## src/rtl/router_fifo.sv

```systemverilog
`default_nettype none
// ============================================================================
//  Module   : router_fifo
//  Purpose  : Per-destination output FIFO of the 1x3 router. Stores
//             {hdr_flag, byte} words and tracks the bytes remaining in the
//             packet currently being drained on the read side.
//  Revision : 1.0  initial release
// ============================================================================
module router_fifo #(
   parameter int DATA_W = 8,
   parameter int DEPTH  = 16,
   parameter int ADDR_W = 4
) (
   input  logic              clock,
   input  logic              resetn,
   input  logic              soft_reset,
   input  logic              write_enb,
   input  logic              read_enb,
   input  logic              lfd_state,
   input  logic [DATA_W-1:0] data_in,
   output logic              full,
   output logic              empty,
   output logic [DATA_W-1:0] data_out,
   output logic              data_valid,
   output logic              pkt_busy
);

   localparam int CNT_W = 7;

   // Storage: MSB of each word is the header marker captured from lfd_state.
   logic [DATA_W:0]   mem [DEPTH];
   logic [ADDR_W:0]   wr_ptr;
   logic [ADDR_W:0]   rd_ptr;
   logic [CNT_W-1:0]  pkt_cnt;

   logic              clear;
   logic              wr_do;
   logic              rd_do;
   logic [DATA_W:0]   rd_word;
   logic [CNT_W-1:0]  pkt_cnt_nxt;

   // Flags come straight from the pointers; the extra wrap bit separates full from empty.
   assign empty = (wr_ptr == rd_ptr);
   assign full  = (wr_ptr[ADDR_W] != rd_ptr[ADDR_W]) &&
                  (wr_ptr[ADDR_W-1:0] == rd_ptr[ADDR_W-1:0]);

   // Both operations are qualified by flags sampled before the edge, so a
   // read on full frees a slot too late for a same-cycle write, and a write
   // on empty is not yet visible to a same-cycle read.
   assign clear   = !resetn || soft_reset;
   assign wr_do   = write_enb && !full;
   assign rd_do   = read_enb && !empty;
   assign rd_word = mem[rd_ptr[ADDR_W-1:0]];
   assign pkt_busy = (pkt_cnt != '0);

   // Next packet count for a successful read: header reloads (length + parity),
   // other bytes count down, stray bytes leave the count at zero.
   always_comb begin
      pkt_cnt_nxt = pkt_cnt;
      if (rd_word[DATA_W]) begin
         pkt_cnt_nxt = {1'b0, rd_word[7:2]} + 7'd1;
      end else if (pkt_cnt != '0) begin
         pkt_cnt_nxt = pkt_cnt - 7'd1;
      end
   end

   // Memory write port; writes in a flush or reset cycle are discarded.
   always_ff @(posedge clock) begin
      if (wr_do && !clear) begin
         mem[wr_ptr[ADDR_W-1:0]] <= {lfd_state, data_in};
      end
   end

   // Pointers, read data register and packet counter.
   always_ff @(posedge clock) begin
      if (!resetn) begin
         wr_ptr     <= '0;
         rd_ptr     <= '0;
         pkt_cnt    <= '0;
         data_out   <= '0;
         data_valid <= 1'b0;
      end else if (soft_reset) begin
         wr_ptr     <= '0;
         rd_ptr     <= '0;
         pkt_cnt    <= '0;
         data_out   <= '0;
         data_valid <= 1'b0;
      end else begin
         if (wr_do) begin
            wr_ptr <= wr_ptr + 1'b1;
         end
         if (rd_do) begin
            rd_ptr     <= rd_ptr + 1'b1;
            data_out   <= rd_word[DATA_W-1:0];
            data_valid <= 1'b1;
            pkt_cnt    <= pkt_cnt_nxt;
         end else begin
            data_valid <= 1'b0;
         end
      end
   end

endmodule
`default_nettype wire

```

## config.mk

```make
export PLATFORM = sky130hd
export DESIGN_NAME = router_fifo
export DESIGN_NICKNAME = d
export VERILOG_FILES = /design/src/rtl/router_fifo.sv
export SDC_FILE = /design/constraint.sdc
export NUM_CORES = 1
export LEC_CHECK = 0
export ABC_AREA = 0
export BUFFER_PORTS_ARGS = -buffer_cell sky130_fd_sc_hd__buf_2
export CAP_MARGIN = 5
export CELL_PAD_IN_SITES_DETAIL_PLACEMENT = 1
export CELL_PAD_IN_SITES_GLOBAL_PLACEMENT = 1
export CORE_MARGIN = 2
export CORE_UTILIZATION = 53
export DETAILED_ROUTE_END_ITERATION = 8
export HOLD_SLACK_MARGIN = 0.05
export PLACE_DENSITY_LB_ADDON = 0.1
export SETUP_SLACK_MARGIN = 0.15
export SYNTH_ARGS = -nofsm -noshare
export SYNTH_HDL_FRONTEND = slang
export SYNTH_SLANG_ARGS = --single-unit
```

## constraint.sdc

```tcl
create_clock -name clock -period 3.1 [get_ports clock]
set_clock_uncertainty 0.05 [all_clocks]
set_input_delay 0.465 -clock clock [delete_from_list [all_inputs] [get_ports clock]]
set_output_delay 0.465 -clock clock [all_outputs]
set_load 0.005 [all_outputs]
```

# == After elaboration in Yosys (flattened, before gate mapping) ==
# Memory sizes are Yosys's and may differ from the RTL's. A register that Yosys moved wholly into a read port is not among the register bits.
# Cells that the tools add are included.
# classes
addsub,4
multipliers,0
n_div,0
n_lt_le_gt_ge,0
eq_ne,3
n_shift,0
mux,7
bitwise,1
reduce_logical,13
# op_table
cell,n
$mux W7,2
$add A5 B1 Y5 const B,2
$mux W4,2
$add A6 B1 Y7 const B,1
$reduce_bool A7 Y1,1
$sub A7 B1 Y7 const B,1
$eq A5 B5 Y1,1
$eq A4 B4 Y1,1
$logic_and A1 B1 Y1,4
$logic_not A1 Y1,4
$mux W1,3
$reduce_and A2 Y1,1
$reduce_bool A2 Y1,1
$reduce_or A2 Y1,1
$logic_or A1 B1 Y1,1
$ne A1 B1 Y1,1
$not A1 Y1,1
# totals
regBits,26
latchBits,0
ramBits,144
romBits,0
inputBits,14
out_inout_bits,12
wordCells,34
n_memories,1
# memory_table
name,words,word_bits,rd,rd_clocked_by_memory_dff,wr,line_no,rtl
mem,16,9,1,1,1,31,logic [DATA_W:0] mem [DEPTH];

# == Depth between registers and ports, before layout ==
# logic_depth
depth_word,7
depth_mapped,10
depth_no_buf,8

# == Least setup slack after synthesis ==
# OpenSTA, ideal clock, no wires.
# synth_path
path_type,reg-to-reg
from,reg wr_ptr[2]
to,mem mem[3][0] (netlist bit) (enable)
setup_time_ps,387
arrival_time_ps,2084
t_required_ps,2663
path_slack_ps,579
stages_incl_launch_ff,8
path_buffers,1
period_less_slack_ps,2521
path_cell_list,dfxtp_1 -> clkbuf_1 -> xnor2_1 -> nand4_1 -> o21a_1 -> nor2b_1 -> nand2_1 -> nor3_1
# synth_between
elab_chain_len,7
# synth_rtl
item,line_no,rtl
from (decl),32,logic [ADDR_W:0] wr_ptr;
from (signal assigned),90,wr_ptr <= wr_ptr + 1'b1;
$eq A4 B4 Y1,45,(wr_ptr[ADDR_W-1:0] == rd_ptr[ADDR_W-1:0]);
$logic_and A1 B1 Y1,44,assign full = (wr_ptr[ADDR_W] != rd_ptr[ADDR_W]) &&
$logic_not A1 Y1,51,assign wr_do = write_enb && !full;
$logic_and A1 B1 Y1,51,
$logic_and A1 B1 Y1,69,if (wr_do && !clear) begin
$mux W1,69,
$mux W1 (implied by the code),70,"mem[wr_ptr[ADDR_W-1:0]] <= {lfd_state, data_in};"
to (decl),31,
# Several ways; a longest one is shown, not always the timed one.

==> flow_metrics.py <==
metrics = {
    "power_and_ir_drop": {
        "peakVddDrop_mv": 0.490,
        "p_total_mw": 4.70,
        "p_per_area_nw_per_um2": 581,
        "power_leakage_nw": 2.65,
    },
    "sta": {
        "final_hold_viol_count": 0,
        "setup_slack_ps": 471,
        "max_freq_ghz": 0.380,
        "rsz0062_at_grt": "false",
        "tns_ps": 0,
        "maxSlewViolCount": 0,
        "worst_slew_pin_slew_ps": 633,
        "fin_crit_sh": 0.848,
        "max_slew_margin": 0.578,
        "finalSetupViolations": 0,
        "layout_min_cycle_time_ps": 2630,
    },
    "cts": {
        "cts_setup_buffers": 0,
        "hold_buffers": 0,
        "clk_pin_slew_worst_paths_ps": 70,
        "clockBufferDepth": 2,
        "numCtsBuffers": 17,
        "cts_tree": "done",
        "htreeDepth": 4,
        "worstSkewPairLatency_ps": 430,
        "cts-resized-gates": 0,
        "root_buffer": "clkbuf_16",
        "clock_sinks": 174,
    },
    "synth": {
        "yosysTopAreaCell": "edfxtp_1",
        "synth_edf_count": 144,
        "synth.avg_cell_area_um2": 17.4,
        "syn_area_um2": 7100,
        "netlist_top_cells_area": "edfxtp_1 (61%), dfxtp_1 (8.5%), mux4_2 (7.3%)",
        "ys_async_sr_fraction": 0,
        "post-synth-top-count-cell": "edfxtp_1",
        "synth_seq_cells": 174,
        "ys_seq_area_frac": 0.693,
        "syn-num-nets": 431,
        "ys.flop_type": "edfxtp_1",
        "synth_warnings": 0,
        "yosys-top-cells-count": "edfxtp_1 (144), nor2_1 (32), dfxtp_1 (30)",
        "synth.distinct_cells": 50,
        "synth.top_cell.area_share": 0.609,
        "netlist_instances": 409,
    },
    "detailed_routing": {
        "wirelength_um": 15100,
        "vias_per_cell": 5.90,
        "ant_nets": 0,
        "dr.pass1.iters": 4,
        "wl_per_cell_um": 23.3,
        "drcViolationCount": 0,
        "first_iter_violations": 299,
        "via_count": 3819,
    },
    "cells_and_area": {
        "final_nets": 480,
        "drive_gt1_frac": 0.240,
        "nFillCells": 1193,
        "instances_no_fill": 647,
        "n_antenna_cell": 0,
        "area_delta_synth_final_pct": 14.0,
    },
    "die": {
        "dieArea_um2": 14300,
        "start_util": 0.539,
        "die_y_um": 120,
        "io_pins": 26,
        "die_w_um": 120,
        "row_count": 42,
        "core_area_um2": 13200,
    },
    "min_path": {
        "holdPathStages": 1,
        "min_from": "data_in[3]",
        "worst_hold_path_type": "input port to register",
        "whs_endpoint": "mem[4][3]$_DFFE_PP_",
    },
    "placement": {
        "numPlacedInstances": 615,
        "globalplace.congestion": 0.770,
        "hpwlAfterDp_um": 9830,
        "pre_cts_ws_ps": 495,
        "io_buffers": 25,
    },
    "critical_path": {
        "cp.required_ps": 3390,
        "rr_worst_depth": 7,
        "cp_cell_sequence": "buf_12 > mux4_1 > a22o_1 > a221o_1 > nor2_2 > nand4b_1 > a31oi_1",
        "r2r_slack_ps": 470,
        "crit_type": "register to register",
        "endpoint_kind": "register",
        "critPathMaxStageDelay_ps": 660,
        "critPathSlowestCell": "mux4_1",
        "arrival_ps": 2910,
        "worstPathMaxFanout": 36,
        "crit_path_start_kind": "register",
        "r2r_end": "pkt_cnt[6]$_SDFFE_PP0P_",
    },
    "global_route": {
        "grt_overflow": 0,
        "grt_pass1_vias": 4051,
        "grt_max_degree": 37,
        "grt_first_pass_wirelength_um": 23700,
        "grtUsageTotal": 0.230,
        "antenna_found_initial": 0,
    },
    "outcome": {
        "run_status": "finished clean",
    },
    "job": {
        "maxCapViolations": 0,
    },
}
[cell families after synthesis]
group / Yosys count / share of synthesized area
and+or+nand+nor: 90 / 0.0592
AOI/OAI and AO/OA: 56 / 0.0629
muxes: 40 / 0.131
DFF: 174 / 0.693
xor gates and xnor gates: 15 / 0.0185
adders and majority gates: 8 / 0.0141
buffers and inverters: 26 / 0.0210
[registers in the layout, indices dropped and copies added, names as in the netlist, named ones only]
register,cells
rd_ptr,5
data_out,8
wr_ptr,5
mem,144
pkt_cnt,7
data_valid,1
[worst max-delay path, delay by kind of cell (launching register included)]
family	cells	cell delay (ps)
compound gates	3	890
flops	1	340
mux	1	660
buf+inv	1	270
simple gates	2	300
[layout by cell type, fill, tap and decap left out, types with 3 or more instances in the layout]
master,instances
edfxtp_1,144
nor2_1,32
dfxtp_1,29
nand2_1,26
buf_2,25
mux4_2,23
buf_4,22
clkbuf_16,17
mux4_1,15
a21oi_1,13
a22oi_1,8
xnor2_1,8
ha_1,8
inv_1,7
xor2_1,7
nor3_1,6
o21ai_0,6
nand4_1,5
a22o_1,5
nor2b_1,4
o21ai_1,4
nand2b_1,3
a221oi_4,3
a31oi_1,3
clkinv_2,3
clkinv_4,3
clkinvlp_4,3
[worst max path at each step]
| stage | slack (ps) | depth (start not counted) | start | to |
|---|---|---|---|---|
| final | 470 | 7 | register | pkt_cnt[6]$_SDFFE_PP0P_ |
| after global routing | 360 | 7 | register | pkt_cnt[6]$_SDFFE_PP0P_ |
| after CTS | 480 | 7 | register | pkt_cnt[6]$_SDFFE_PP0P_ |
| after detailed placement | 500 | 7 | register | pkt_cnt[6]$_SDFFE_PP0P_ |
| after global placement | 640 | 7 | register | pkt_cnt[5]$_SDFFE_PP0P_ |
| after floorplan | 580 | 7 | wr_ptr[2]$_SDFFE_PP0P_ | mem[3][0]$_DFFE_PP_ |
[cell type report]
type                       instances  area [µm²]  area share
timing repair buffer              49         330      0.0408
clock inverter                    14         134      0.0165
clock buffer                      18         429      0.0530
multi-input combinational        209        2030       0.251
sequential                       174        4930       0.608
tap                              176         220      0.0272
inverter                           7        26.3     0.00325
[per-layer routing]
metal,wire [µm],GRT usage
met5,0,0
met4,83,0.0640
met3,553,0.0537
met2,7930,0.386
met1,6520,0.304
[power breakdown]
group	leakage, nW	internal (mW)	switching [mW]
Combinational	0.839	0.0510	0.0930
Clock	0.270	1.12	0.900
Sequential	1.54	2.54	0.00551
[through the flow]
| step | util | cell area (µm²) | hold WS (ps) |
|---|---|---|---|
| floorplan | - | 7100 | 403 |
| global placement | 0.571 | 7530 | 393 |
| detailed placement | 0.571 | 7530 | 407 |
| CTS | 0.614 | 8100 | 344 |
| global route | 0.614 | 8100 | 356 |
| finish | 0.614 | 8100 | 358 |
Note: power is estimated with default switching activity, not from simulation.
